--- config.mk ---
export PLATFORM = sky130hd
export DESIGN_NAME = superio_reg_file_flat
export DESIGN_NICKNAME = d
export VERILOG_FILES = /design/src/rtl/superio_reg_file_if.sv /design/src/rtl/superio_reg_file.sv /design/src/flat_wrapper.sv
export SDC_FILE = /design/constraint.sdc
export NUM_CORES = 1
export LEC_CHECK = 0
export CAP_MARGIN = 20
export CORE_ASPECT_RATIO = 1.2
export CORE_MARGIN = 2
export CORE_UTILIZATION = 43
export DETAILED_ROUTE_END_ITERATION = 10
export PLACE_DENSITY = 0.81
export SYNTH_ARGS = -nofsm -noshare
export SYNTH_HDL_FRONTEND = slang
export SYNTH_SLANG_ARGS = --single-unit
--- constraint.sdc ---
create_clock -name clk -period 1.9 [get_ports clk]
set_input_delay 0.19 -clock clk [delete_from_list [all_inputs] [get_ports clk]]
set_output_delay 0.19 -clock clk [all_outputs]
set_load 0.01 [all_outputs]
--- src/rtl/superio_reg_file_if.sv ---
// superio_reg_file_if
//   Bundles the two buses that meet at the SuperIO register file:
//   - HPS side (sel, write, read, writedata, readdata, readdatavalid): one-hot
//     selects from the address decoder plus the QSYS slave strobes and data.
//   - Card side (bus_req, bus_rw, bus_addr, bus_wdata, bus_ack, bus_rdata):
//     single-byte request/acknowledge transactions toward the CT2960 card bus.
//   - irq: interrupt level back to the HPS.
//   Modports:
//     slave  - view of the register file itself
//     master - view of whatever drives the HPS strobes and answers the card bus
//   Parameters: DATA_W (card data width), ADDR_W (card address width).
interface superio_reg_file_if #(
  parameter int DATA_W = 8,
  parameter int ADDR_W = 16
);
  logic [5:0]        sel;
  logic              write;
  logic              read;
  logic [31:0]       writedata;
  logic [31:0]       readdata;
  logic              readdatavalid;
  logic              bus_req;
  logic              bus_rw;
  logic [ADDR_W-1:0] bus_addr;
  logic [DATA_W-1:0] bus_wdata;
  logic              bus_ack;
  logic [DATA_W-1:0] bus_rdata;
  logic              irq;

  modport slave (
    input  sel, write, read, writedata, bus_ack, bus_rdata,
    output readdata, readdatavalid, bus_req, bus_rw, bus_addr, bus_wdata, irq
  );

  modport master (
    output sel, write, read, writedata, bus_ack, bus_rdata,
    input  readdata, readdatavalid, bus_req, bus_rw, bus_addr, bus_wdata, irq
  );
endinterface

--- src/rtl/superio_reg_file.sv ---
// superio_reg_file
//   Register file and card-transaction engine behind the SuperIO decoder.
//   The HPS loads an address register, a data register and a control
//   register; writing GO launches one single-byte read or write on the card
//   bus. Card read data and transaction status are kept for HPS read-back.
//
//   Register map (one-hot sel):
//     6'h01 ctrl wr   : bit0 GO (self-clearing), bit1 RW, bit2 IRQ_ENA, bit7 CLR
//     6'h02 status rd : {28'b0, SEL_ERR, TIMEOUT, DONE, BUSY}
//     6'h04 addr wr   : writedata[ADDR_W-1:0]
//     6'h08 data wr   : writedata[DATA_W-1:0]
//     6'h10 card rd   : zero-extended card data register
//
//   Ports:
//     clk   - rising-edge clock for every register
//     reset - synchronous, active-high
//     bus   - superio_reg_file_if.slave (HPS strobes, card bus, irq)
//
//   Parameters: DATA_W, ADDR_W, TIMEOUT_CYCLES (WAIT cycles without ack
//   before the transaction is abandoned; must be >= 2).
//
//   Optional feature: define SUPERIO_REGFILE_IRQ_EN to drive irq as the
//   registered level IRQ_ENA & (DONE | TIMEOUT). Without it irq is tied low
//   and IRQ_ENA is stored but has no effect.
module superio_reg_file #(
  parameter int DATA_W         = 8,
  parameter int ADDR_W         = 16,
  parameter int TIMEOUT_CYCLES = 1024
) (
  input logic              clk,
  input logic              reset,
  superio_reg_file_if.slave bus
);

  localparam int CNT_W = $clog2(TIMEOUT_CYCLES);
  localparam logic [CNT_W-1:0] CNT_LAST = CNT_W'(TIMEOUT_CYCLES - 1);

  typedef enum logic [1:0] {
    ST_IDLE,
    ST_REQ,
    ST_WAIT,
    ST_DONE
  } state_e;

  state_e            state_q;
  logic [CNT_W-1:0]  cnt_q;
  logic              busy_q;
  logic              busReq_q;
  logic              busRw_q;
  logic [DATA_W-1:0] cardData_q;

  logic              ctrlRw_q,  ctrlRw_d;
  logic              irqEna_q,  irqEna_d;
  logic              done_q,    done_d;
  logic              timeout_q, timeout_d;
  logic              selErr_q,  selErr_d;
  logic [ADDR_W-1:0] addr_q;
  logic [DATA_W-1:0] data_q;
  logic [31:0]       readData_q, readData_d;
  logic              readValid_q;

  logic selAny, selOneHot, selErrEvt;
  logic ctrlWr, addrWr, dataWr, clrReq, goReq;
  logic ackHit, tmoHit;

  // Decode the strobes. A select with more than one bit set is an error:
  // nothing is written, reads return 0, and SEL_ERR latches. Address/data
  // loads are refused while a transaction is in flight so the card bus sees
  // stable values.
  always_comb begin
    selAny    = |bus.sel;
    selOneHot = selAny && ((bus.sel & (bus.sel - 6'd1)) == 6'd0);
    selErrEvt = selAny && !selOneHot && (bus.write || bus.read);
    ctrlWr    = bus.write && selOneHot && bus.sel[0];
    addrWr    = bus.write && selOneHot && bus.sel[2] && !busy_q;
    dataWr    = bus.write && selOneHot && bus.sel[3] && !busy_q;
    clrReq    = ctrlWr && bus.writedata[7];
    goReq     = ctrlWr && bus.writedata[0] && !busy_q;
    ackHit    = (state_q == ST_WAIT) && bus.bus_ack;
    tmoHit    = (state_q == ST_WAIT) && !bus.bus_ack && (cnt_q == CNT_LAST);
  end

  // Next-state of the control and status bits. CLR is applied first so that
  // a completion arriving in the same cycle is still recorded; ack beats
  // timeout because tmoHit already excludes a cycle with bus_ack.
  always_comb begin
    ctrlRw_d  = ctrlWr ? bus.writedata[1] : ctrlRw_q;
    irqEna_d  = ctrlWr ? bus.writedata[2] : irqEna_q;
    done_d    = done_q;
    timeout_d = timeout_q;
    selErr_d  = selErr_q;
    if (clrReq) begin
      done_d    = 1'b0;
      timeout_d = 1'b0;
      selErr_d  = 1'b0;
    end
    if (ackHit || tmoHit) begin
      done_d = 1'b1;
    end
    if (tmoHit) begin
      timeout_d = 1'b1;
    end
    if (selErrEvt) begin
      selErr_d = 1'b1;
    end
  end

  // Read mux. Only exact one-hot selects of readable registers return
  // data; anything else reads as 0 but is still acknowledged.
  always_comb begin
    readData_d = 32'd0;
    case (bus.sel)
      6'h02:   readData_d = {28'd0, selErr_q, timeout_q, done_q, busy_q};
      6'h10:   readData_d = 32'(cardData_q);
      default: readData_d = 32'd0;
    endcase
  end

  // Transaction FSM. GO is honoured in IDLE and in the one-cycle DONE state
  // (BUSY is already low there). bus_req rises with the move to REQ and is
  // held until ack or timeout. Card read data is captured on the ack edge
  // only for read transactions.
  always_ff @(posedge clk) begin
    if (reset) begin
      state_q    <= ST_IDLE;
      cnt_q      <= '0;
      busy_q     <= 1'b0;
      busReq_q   <= 1'b0;
      busRw_q    <= 1'b0;
      cardData_q <= '0;
    end else begin
      case (state_q)
        ST_IDLE, ST_DONE: begin
          if (goReq) begin
            state_q  <= ST_REQ;
            busy_q   <= 1'b1;
            busReq_q <= 1'b1;
            busRw_q  <= ctrlRw_d;
          end else begin
            state_q <= ST_IDLE;
          end
        end
        ST_REQ: begin
          state_q <= ST_WAIT;
          cnt_q   <= '0;
        end
        ST_WAIT: begin
          if (ackHit || tmoHit) begin
            state_q  <= ST_DONE;
            busy_q   <= 1'b0;
            busReq_q <= 1'b0;
            if (ackHit && !busRw_q) begin
              cardData_q <= bus.bus_rdata;
            end
          end else begin
            cnt_q <= cnt_q + CNT_W'(1);
          end
        end
        default: state_q <= ST_IDLE;
      endcase
    end
  end

  // HPS-visible registers: control bits, sticky status flags and the
  // address/data registers that feed the card bus directly.
  always_ff @(posedge clk) begin
    if (reset) begin
      ctrlRw_q  <= 1'b0;
      irqEna_q  <= 1'b0;
      done_q    <= 1'b0;
      timeout_q <= 1'b0;
      selErr_q  <= 1'b0;
      addr_q    <= '0;
      data_q    <= '0;
    end else begin
      ctrlRw_q  <= ctrlRw_d;
      irqEna_q  <= irqEna_d;
      done_q    <= done_d;
      timeout_q <= timeout_d;
      selErr_q  <= selErr_d;
      if (addrWr) begin
        addr_q <= bus.writedata[ADDR_W-1:0];
      end
      if (dataWr) begin
        data_q <= bus.writedata[DATA_W-1:0];
      end
    end
  end

  // Registered read return: data and valid appear one clock after the read
  // strobe. Reads sample the pre-edge register values, so a read issued with
  // a write in the same cycle sees the old contents.
  always_ff @(posedge clk) begin
    if (reset) begin
      readData_q  <= 32'd0;
      readValid_q <= 1'b0;
    end else begin
      readValid_q <= bus.read && selAny;
      readData_q  <= (bus.read && selAny) ? readData_d : 32'd0;
    end
  end

`ifdef SUPERIO_REGFILE_IRQ_EN
  logic irq_q;

  // Interrupt level built from next-state values so it moves on the same
  // edge as DONE/TIMEOUT/IRQ_ENA rather than one cycle later.
  always_ff @(posedge clk) begin
    if (reset) begin
      irq_q <= 1'b0;
    end else begin
      irq_q <= irqEna_d & (done_d | timeout_d);
    end
  end

  assign bus.irq = irq_q;
`else
  assign bus.irq = 1'b0;
`endif

  assign bus.readdata      = readData_q;
  assign bus.readdatavalid = readValid_q;
  assign bus.bus_req       = busReq_q;
  assign bus.bus_rw        = busRw_q;
  assign bus.bus_addr      = addr_q;
  assign bus.bus_wdata     = data_q;

endmodule

--- src/flat_wrapper.sv ---
// flat-port wrapper written by rule: the top's interface ports become plain ports
module superio_reg_file_flat 
#(
  parameter int DATA_W         = 8,
  parameter int ADDR_W         = 16,
  parameter int TIMEOUT_CYCLES = 1024
)
  (clk, reset, bus_sel, bus_write, bus_read, bus_writedata, bus_bus_ack, bus_bus_rdata, bus_readdata, bus_readdatavalid, bus_bus_req, bus_bus_rw, bus_bus_addr, bus_bus_wdata, bus_irq);
  superio_reg_file_if #(.DATA_W(DATA_W), .ADDR_W(ADDR_W)) bus_i ();
  input logic clk;
  input logic reset;
  input wire logic [$bits(bus_i.sel)-1:0] bus_sel;
  input wire logic [$bits(bus_i.write)-1:0] bus_write;
  input wire logic [$bits(bus_i.read)-1:0] bus_read;
  input wire logic [$bits(bus_i.writedata)-1:0] bus_writedata;
  input wire logic [$bits(bus_i.bus_ack)-1:0] bus_bus_ack;
  input wire logic [$bits(bus_i.bus_rdata)-1:0] bus_bus_rdata;
  output wire logic [$bits(bus_i.readdata)-1:0] bus_readdata;
  output wire logic [$bits(bus_i.readdatavalid)-1:0] bus_readdatavalid;
  output wire logic [$bits(bus_i.bus_req)-1:0] bus_bus_req;
  output wire logic [$bits(bus_i.bus_rw)-1:0] bus_bus_rw;
  output wire logic [$bits(bus_i.bus_addr)-1:0] bus_bus_addr;
  output wire logic [$bits(bus_i.bus_wdata)-1:0] bus_bus_wdata;
  output wire logic [$bits(bus_i.irq)-1:0] bus_irq;
  assign bus_i.sel = bus_sel;
  assign bus_i.write = bus_write;
  assign bus_i.read = bus_read;
  assign bus_i.writedata = bus_writedata;
  assign bus_i.bus_ack = bus_bus_ack;
  assign bus_i.bus_rdata = bus_bus_rdata;
  assign bus_readdata = bus_i.readdata;
  assign bus_readdatavalid = bus_i.readdatavalid;
  assign bus_bus_req = bus_i.bus_req;
  assign bus_bus_rw = bus_i.bus_rw;
  assign bus_bus_addr = bus_i.bus_addr;
  assign bus_bus_wdata = bus_i.bus_wdata;
  assign bus_irq = bus_i.irq;
  superio_reg_file #(.DATA_W(DATA_W), .ADDR_W(ADDR_W), .TIMEOUT_CYCLES(TIMEOUT_CYCLES)) u_core (.clk(clk), .reset(reset), .bus(bus_i));
endmodule
# After elaboration in Yosys (flattened, before gate mapping)
# Index checks and enable logic that the tools add are counted.
# W data, S select, Z words.
# totals
in_bits	51
out_inout_bits	60
ff_bits	83
wordCells	77
# op_classes
eq_ne	9
mux	14
n_addsub	2
bitwise	2
n_reduce_logical	37
# ops
cell	count
$pmux W10 S2	1
$logic_and A1 B1 Y1	17
$pmux W8 S2	1
$add A10 B1 Y10 const B	1
$eq A10 B10 Y1 const B	1
$mux W10	1
$reduce_bool A2 Y1	5
$mux W1	8
$and A6 B6 Y6	1
$eq A6 B2 Y1 const B	1
$eq A6 B5 Y1 const B	1
$logic_not A6 Y1	1
$pmux W2 S3	1
$reduce_and A3 Y1	2
$reduce_or A6 Y1	1
$sub A6 B1 Y6 const B	1
$eq A2 B2 Y1 const B	2
$logic_not A1 Y1	4
$ne A2 B2 Y1 const B	2
$reduce_and A2 Y1	2
$reduce_or A2 Y1	2
$eq A2 B1 Y1 const B	1
$logic_not A2 Y1	1
$logic_or A1 B1 Y1	2
4 further kinds	4

# Depth between registers and ports, before layout
# Gate-level depths: netlist (run 1).
# logic_depth
word_depth	10
depth_mapped	7
mapped_depth_nobuf	6

# Worst setup path after synthesis (run 1)
# OpenSTA, ideal clock, no wires.
# synth_path
kind	register to register
start	register u_core.state_q[0]
end	register u_core.cnt_q[5]
required_time_ns	1.830
n_path_buf	0
setup_time_ns	0.070
synth_period_minus_slack_ns	1.741
stages_incl_launch_ff	7
arrival_ns	1.671
setup_slack_ns	0.159
path_cell_list	dfxtp_1 > inv_1 > ha_1 > and2b_1 > o2111ai_2 > or4_1 > a21oi_1
# synth_between
elab_chain_cells	6
word_cells_on_any_way	10
cone_classes	eq/ne: 3; mux: 1; reduce/logical: 6
# synth_rtl
element	line_no	rtl
start, declared	superio_reg_file.sv:45	state_e state_q;
start signal, assigned	superio_reg_file.sv:125	state_q <= ST_IDLE;
start signal, assigned	superio_reg_file.sv:135	state_q <= ST_REQ;
start signal, assigned	superio_reg_file.sv:140	state_q <= ST_IDLE;
$eq A2 B2 Y1	superio_reg_file.sv:79, superio_reg_file.sv:80, superio_reg_file.sv:132	
$logic_and A1 B1 Y1 (2 in series)	superio_reg_file.sv:80	tmoHit = (state_q == ST_WAIT) && !bus.bus_ack && (cnt_q == CNT_LAST);
$logic_or A1 B1 Y1	superio_reg_file.sv:148	if (ackHit || tmoHit) begin
$ne A2 B2 Y1 (no line)	--	
$reduce_and A2 Y1 (no line)	--	
end signal, assigned	superio_reg_file.sv:156	cnt_q <= cnt_q + CNT_W'(1);
end, declared	superio_reg_file.sv:46	logic [CNT_W-1:0] cnt_q;
# Several ways; a longest one is shown, not always the timed one.
# A chain may end at the register's enable or synchronous reset.

# Worst setup path in the final report (run 1)
# layout_path
start	register u_core.state_q[0]
end	register u_core.cnt_q[7]
# Same word-level chain as after synthesis.

==> results of run 1 <==
## worst register-to-register path: cells and delay by family, from the launching register on
family | cells | cell delay [ps]
adders and majority gates | 1 | 240
and+or+nand+nor | 2 | 580
DFF | 1 | 360
buffers and inverters | 2 | 250
AOI/OAI and AO/OA | 2 | 270
## layout by cell type (no fill, tap or decap), types with 2 or more instances in the layout
| master | n |
|---|---|
| ha_1 | 3 |
| clkbuf_8 | 12 |
| clkdlybuf4s50_1 | 69 |
| conb_1 | 25 |
| and3_1 | 2 |
| nand2_1 | 5 |
| nor2_1 | 48 |
| nand4b_1 | 2 |
| dfxtp_1 | 59 |
| nor2b_1 | 4 |
| nand4_1 | 2 |
| nand3b_1 | 3 |
| and2_1 | 5 |
| nand3_1 | 3 |
| and2b_2 | 2 |
| buf_4 | 22 |
| a211oi_1 | 2 |
| mux2i_1 | 34 |
| clkinv_2 | 2 |
| a22oi_1 | 5 |
| inv_1 | 7 |
| o21ai_0 | 5 |
| o311ai_0 | 2 |
| and3b_1 | 3 |
| or3_1 | 5 |
| o21a_1 | 2 |
| a311oi_1 | 2 |
| nor4_1 | 3 |
| o31ai_1 | 2 |
| a21oi_1 | 9 |
## metal layers
metal / track usage [%] / part of all wire [%] / up-vias
met5: 0 / 0 / -
met4: 8.77 / 1.6 / 0
met3: 9.98 / 9.5 / 10
met2: 30.1 / 50 / 80
met1: 19.7 / 39 / 1001
li1: - / - / 1092
## state kept, by name, summed over array words and instances, names as in the netlist
name and count:
u_core.cnt_q 10, u_core.bus.bus_req 1, u_core.timeout_q 1, u_core.state_q 2, u_core.bus.bus_rw 1, u_core.bus.readdatavalid 1
u_core.cardData_q 8, u_core.ctrlRw_q 1, u_core.bus.bus_addr 16, u_core.done_q 1, u_core.bus.bus_wdata 8, u_core.selErr_q 1
u_core.bus.readdata 8
## per-stage QoR
step / total power (W) / setup WS, ps / TNS, ps
after floorplan: 0.00140 / 159 / 0
after global placement: 0.00148 / 0.331 / 0
after detailed placement: 0.00149 / -22.2 / -64.3
after CTS: 0.00268 / 33.8 / 0
after global routing: 0.00275 / -13.1 / -17.9
final: 0.00266 / 138 / 0
## cells by family after synthesis
logic type	share of synthesized area (%)
other cells	0.141
flops	44.5
buf+inv	9.86
mux	13.3
fa+ha+maj	1.79
compound gates	10.6
simple gates	19.5
xor+xnor	0.330
## what timing repair did
| item | CTS | global route |
|---|---|---|
| buffers inserted | 0 | 2 |
| resized for setup | 0 | 2 |
| setup endpoints to repair | 0 | 5 |
## path summary, 6_finish.rpt
path | from | end | slack, ps | cells past startpoint
hold / removal | bus_writedata[12] | u_core.bus.bus_addr[12] | 460 | 3
setup reg to reg | u_core.state_q[0] | u_core.cnt_q[7] | 140 | 7
setup / recovery | u_core.state_q[0] | u_core.cnt_q[7] | 140 | 7
hold reg to reg | u_core.done_q | u_core.done_q | 460 | 2
## power groups by stage
stage          sequential (W)  clock [W]  combinational, W
3_3_place_gp          0.00128          0          0.000204
5_1_grt               0.00125    0.00127          0.000227
6_report              0.00125    0.00120          0.000207
3_5_place_dp          0.00128          0          0.000207
2_1_floorplan         0.00128          0          0.000116
4_1_cts               0.00125    0.00122          0.000208
## final cells by class
type	count	area (um^2)	area share (%)
clock buffers	12	165	4.48
clock inverters	4	47.5	1.29
inverters	7	26.3	0.713
multi-input cells	197	1310	35.5
flip-flops and latches	59	1180	32.0
well taps	82	103	2.78
repair buffers	91	856	23.2
==> reports/metrics.csv, run 1 <==
stage;metric;value;unit
drt;initial DRC count;53;
synthesis;Mapped Cells;274;
place;DP HPWL;4490;um
synthesis;Post-synth EDFFs;0;
final_layout;diode count;0;
floorplan;Die Width;75.7;um
synthesis;most common flop cell mapped by yosys;dfxtp_1;
final_layout;final-layout fill cell count;517;
place;Final GP Congestion;0.787;
synthesis;Yosys warnings;0;
sta;Final setup viols;0;
drt;routed vias;2183;
sta;Pins Over Slew Limit;0;
clocking;htree depth;3;
clocking;# hold bufs at CTS;0;
sta;Fmax;0.567;GHz
power_and_ir_drop;Switching Fraction;22.4;%
power_and_ir_drop;Int Pwr;0.00206;W
synthesis;syn_area_per_cell;9.68;um^2
worst_setup_path;Worst EP required;2170;ps
worst_setup_path;Critical-path top delay cell;dfxtp_1;
synthesis;Area contributors post-synth;dfxtp_1 (45%), mux2i_1 (13%), buf_4 (7.1%);
clocking;Clock Path Buffers;2;
power_and_ir_drop;LEAKAGE;1.66;nW
synthesis;Synth top cells by count;dfxtp_1 (59), nor2_1 (48), mux2i_1 (34);
power_and_ir_drop;clock share of power;45.2;%
power_and_ir_drop;peak supply drop;0.000803;V
power_and_ir_drop;net switching power figure;0.000595;W
worst_setup_path;Critical Path AT;2040;ps
worst_setup_path;crit path launch type;register;
sta;fin crit period;1760;ps
drt;number of remaining DRC errors;0;
clocking;Skew-Pair Late Insertion Delay;340;ps
floorplan;row count;31;
floorplan;I/O Pins;111;
place;post-place instance area;0.00345;mm^2
hold_path;Hold WC Path Type;primary input to register;
synthesis;Synth cell types;50;
place;Cells after DPL;434;
worst_setup_path;CP max stage delay;360;ps
final_layout;Cell Count, Final, Fillers Out;452;
sta;relative slew slack;55.4;%
floorplan;die area;0.00681;mm^2
clocking;clock sinks;59;
sta;final cycle utilization of the critical path;92.8;%
synthesis;Synth async-reset ratio;0;%
outcome;outcome;finished clean;
floorplan;Die Span Y;90.0;um
synthesis;#FFs+latches synth;59;
global_route;first-pass GRT wire length;9790;um
final_layout;post-layout util;61.3;%
global_route;vias in the first global route;2220;
global_route;GRT Resource Usage Total;18.8;%
final_layout;design area;0.00369;mm^2
drt;DR pass1 iterations;4;
run;maxcap violations;0;
synthesis;most instantiated library cell after synthesis;dfxtp_1;
worst_setup_path;WP buf/inv;2;
final_layout;Area growth syn-to-layout;39.0;%
drt;vias per cell;4.83;
drt;Antenna Violating Nets Remaining;0;
worst_setup_path;CP Cell Sequence;inv_1 > ha_1 > and2b_2 > o2111ai_2 > buf_4 > or3_1 > a21oi_1;
drt;post-DR wirelength/cell;13.1;um
floorplan;Starting Density;44.1;%
place;Port Buffers;69;
clocking;root buf cell;clkbuf_8;
sta;Tightest Pin Transition;666;ps
synthesis;Seq/Total Area, Yosys;44.5;%
global_route;largest net degree at the start of global routing;31;
global_route;initial antenna violation count;0;
clocking;CTS tree;done;
drt;Post-Route WL;5910;um
synthesis;Post-Syn Area;0.00265;mm^2
worst_setup_path;Worst Setup Path Type;register to register;
synthesis;area leader, netlist;dfxtp_1;
global_route;total gr overflow;0;
power_and_ir_drop;Gate power share;7.8;%
sta;Setup Skew;8.45;ps
worst_setup_path;Crit Path Max Fanout;7;
clocking;clock slew at reported path FFs;70;ps
worst_setup_path;CP endpoint kind;register;
final_layout;Total Nets Final;419;
power_and_ir_drop;Power Density;722;mW/mm^2
sta;RSZ-0062 raised after global routing;true;
floorplan;Core Area;0.00601;mm^2
final_layout;layout cells sized above 1;13.5;%
sta;Hold Vio Cnt, Final;0;
power_and_ir_drop;share of total power in sequential cells;47.0;%
synthesis;top cell type's share of synthesized area;44.5;%
sta;WHS;457;ps
clocking;total CTS buffers;9;
worst_setup_path;CP delay by family, top;simple AND/OR/NAND/NOR gates;
Power figures use the tool's default switching activity.
==> inputs of run 2 (changes only) <==
--- a/config.mk
+++ b/config.mk
@@ -6,11 +6,14 @@
 export NUM_CORES = 1
 export LEC_CHECK = 0
 export CAP_MARGIN = 20
+export CELL_PAD_IN_SITES_DETAIL_PLACEMENT = 1
+export CELL_PAD_IN_SITES_GLOBAL_PLACEMENT = 2
 export CORE_ASPECT_RATIO = 1.2
 export CORE_MARGIN = 2
-export CORE_UTILIZATION = 43
+export CORE_UTILIZATION = 24
 export DETAILED_ROUTE_END_ITERATION = 10
-export PLACE_DENSITY = 0.81
+export GPL_ROUTABILITY_DRIVEN = 0
+export PLACE_DENSITY_LB_ADDON = 0.1
 export SYNTH_ARGS = -nofsm -noshare
 export SYNTH_HDL_FRONTEND = slang
 export SYNTH_SLANG_ARGS = --single-unit
==> run 2 against run 1 <==
Effect of this change:
- clock skew fell by 2.2 ps
- first-iteration DRC count is 36% lower
- worst hold slack worse by 6.4 ps
- count of clock-buffer cells in the layout is 1 lower
- setup slack improved by 12 ps
- clock power grew 57%
- sequential power hardly changed
- cell count is 12% higher
- die area rose by 75%
- non-clock buffer count increased by 6
- via count is 2.6% higher
- register-to-register slack is essentially flat
- critical endpoint is now u_core.bus.bus_req
==> reports/metrics.csv, run 2 (synthesized netlist as in run 1, its figures left out) <==
stage;metric;value;unit
outcome;outcome;finished clean;
global_route;vias in the first global route;2281;
drt;number of remaining DRC errors;0;
sta;final worst slack;150;ps
final_layout;most frequent cells in the layout;clkdlybuf4s50_1 (69), dfxtp_1 (59), nor2_1 (48), mux2i_1 (34), buf_4 (26);
final_layout;max FFs per register;16;
clocking;Skew-Pair Late Insertion Delay;330;ps
final_layout;Area growth syn-to-layout;48.7;%
place;DP Worst Slack;-104;ps
worst_setup_path;Worst EP required;2110;ps
place;post-place instance area;0.00360;mm^2
power_and_ir_drop;LEAKAGE;1.76;nW
final_layout;layout cells sized above 1;14.4;%
drt;DR pass1 iterations;4;
run;maxcap violations;0;
worst_setup_path;CP endpoint kind;register;
final_layout;Cell Count, Final, Fillers Out;508;
drt;post-DR wirelength/cell;13.3;um
sta;Fmax;0.571;GHz
sta;final cycle utilization of the critical path;92.1;%
final_layout;final-layout fill cell count;1238;
global_route;Top Usage Layer GRT;met2;
clocking;htree depth;3;
floorplan;row count;42;
clocking;total CTS buffers;9;
sta;Hold Vio Cnt, Final;0;
sta;Pins Over Slew Limit;0;
global_route;met1 Use GR;14.0;%
power_and_ir_drop;peak supply drop;0.000368;V
final_layout;design area;0.00394;mm^2
drt;Post-Route WL;6780;um
global_route;largest net degree at the start of global routing;41;
sta;RSZ-0062 raised after global routing;false;
hold_path;Hold WC Path Type;register to register;
drt;initial DRC count;34;
sta;Setup Skew;6.26;ps
worst_setup_path;Crit Path Max Fanout;3;
sta;Sum Neg Setup Slack;0;ps
drt;routed vias;2240;
clocking;CTS-repair resized insts;0;
place;Port Buffers;69;
worst_setup_path;crit path launch type;register;
final_layout;post-layout util;36.2;%
floorplan;Starting Density;24.4;%
clocking;clock sinks;59;
global_route;first-pass GRT wire length;11300;um
floorplan;die area;0.0119;mm^2
clocking;root buf cell;clkbuf_16;
place;DP HPWL;5070;um
worst_setup_path;Critical Path AT;1960;ps
global_route;GR Util met3;5.69;%
floorplan;Core Area;0.0109;mm^2
final_layout;most common cell after layout, fill and taps aside;clkdlybuf4s50_1;
global_route;total gr overflow;0;
clocking;Clock Path Buffers;2;
final_layout;Total Nets Final;425;
global_route;met2 Use GR;20.1;%
clocking;clock slew at reported path FFs;50;ps
global_route;initial antenna violation count;0;
floorplan;Die Width;99.9;um
sta;fin crit period;1750;ps
power_and_ir_drop;Power Density;848;mW/mm^2
floorplan;Die Span Y;119;um
final_layout;diode count;0;
place;Cells after DPL;492;
drt;Antenna Violating Nets Remaining;0;
drt;vias per cell;4.41;
clocking;setup bufs post-CTS;0;
sta;Final setup viols;0;
global_route;GRT Resource Usage Total;12.5;%
clocking;# hold bufs at CTS;0;
floorplan;I/O Pins;111;
clocking;CTS tree;done;
worst_setup_path;Worst Setup Path Type;register to register;
[run 2: cell count changes in the layout (fill, tap and decap cells not counted), sizes merged]
| cell | delta |
|---|---|
| clkinvlp | -1 |
| bufinv | +2 |
| buf | +6 |
| clkbuf | -1 |
[run 2: per-layer routing]
metal	share of wire, %	wire (um)
met1	42	2860
met5	0	0
met4	2.0	133
met2	49	3300
met3	7.2	487
[run 2: layout make-up]
class | count | area [um^2] | share of cell area (%)
inverter | 7 | 26.3 | 0.666
clock inverter | 5 | 100 | 2.54
clock buffer | 11 | 243 | 6.16
multi-input combinational | 197 | 1300 | 33.0
timing repair buffer | 97 | 926 | 23.5
tap | 132 | 165 | 4.19
sequential | 59 | 1180 | 30.0
[run 2: where the power goes]
group	total, W	switching, W	internal (W)
Sequential	0.00125	0.00000501	0.00125
Clock	0.00188	0.000565	0.00131
Combinational	0.000216	0.000101	0.000115
Total	0.00334	0.000671	0.00267
[run 2: through the flow]
| stage | total power (W) | hold WS [ps] |
|---|---|---|
| final | 0.00334 | 451 |
| after global routing | 0.00349 | 470 |
| after CTS | 0.00341 | 457 |
| after detailed placement | 0.00150 | 445 |
| after global placement | 0.00150 | 435 |
| after floorplan | 0.00140 | 334 |
[run 2: path summary, 6_finish.rpt]
path | start | to | slack, ps | cells past startpoint
max | u_core.cnt_q[1] | u_core.bus.bus_req | 150 | 5
min | u_core.cardData_q[7] | u_core.bus.readdata[7] | 450 | 1
max reg2reg | u_core.cnt_q[1] | u_core.bus.bus_req | 150 | 5
min reg2reg | u_core.cardData_q[7] | u_core.bus.readdata[7] | 450 | 1
[run 2: worst max-delay path, stage by stage (launching register included)]
cell,delay [ps]
dfxtp_1,360
ha_1,180
nand3_1,100
or3_1,370
a221oi_2,270
mux2_1,340
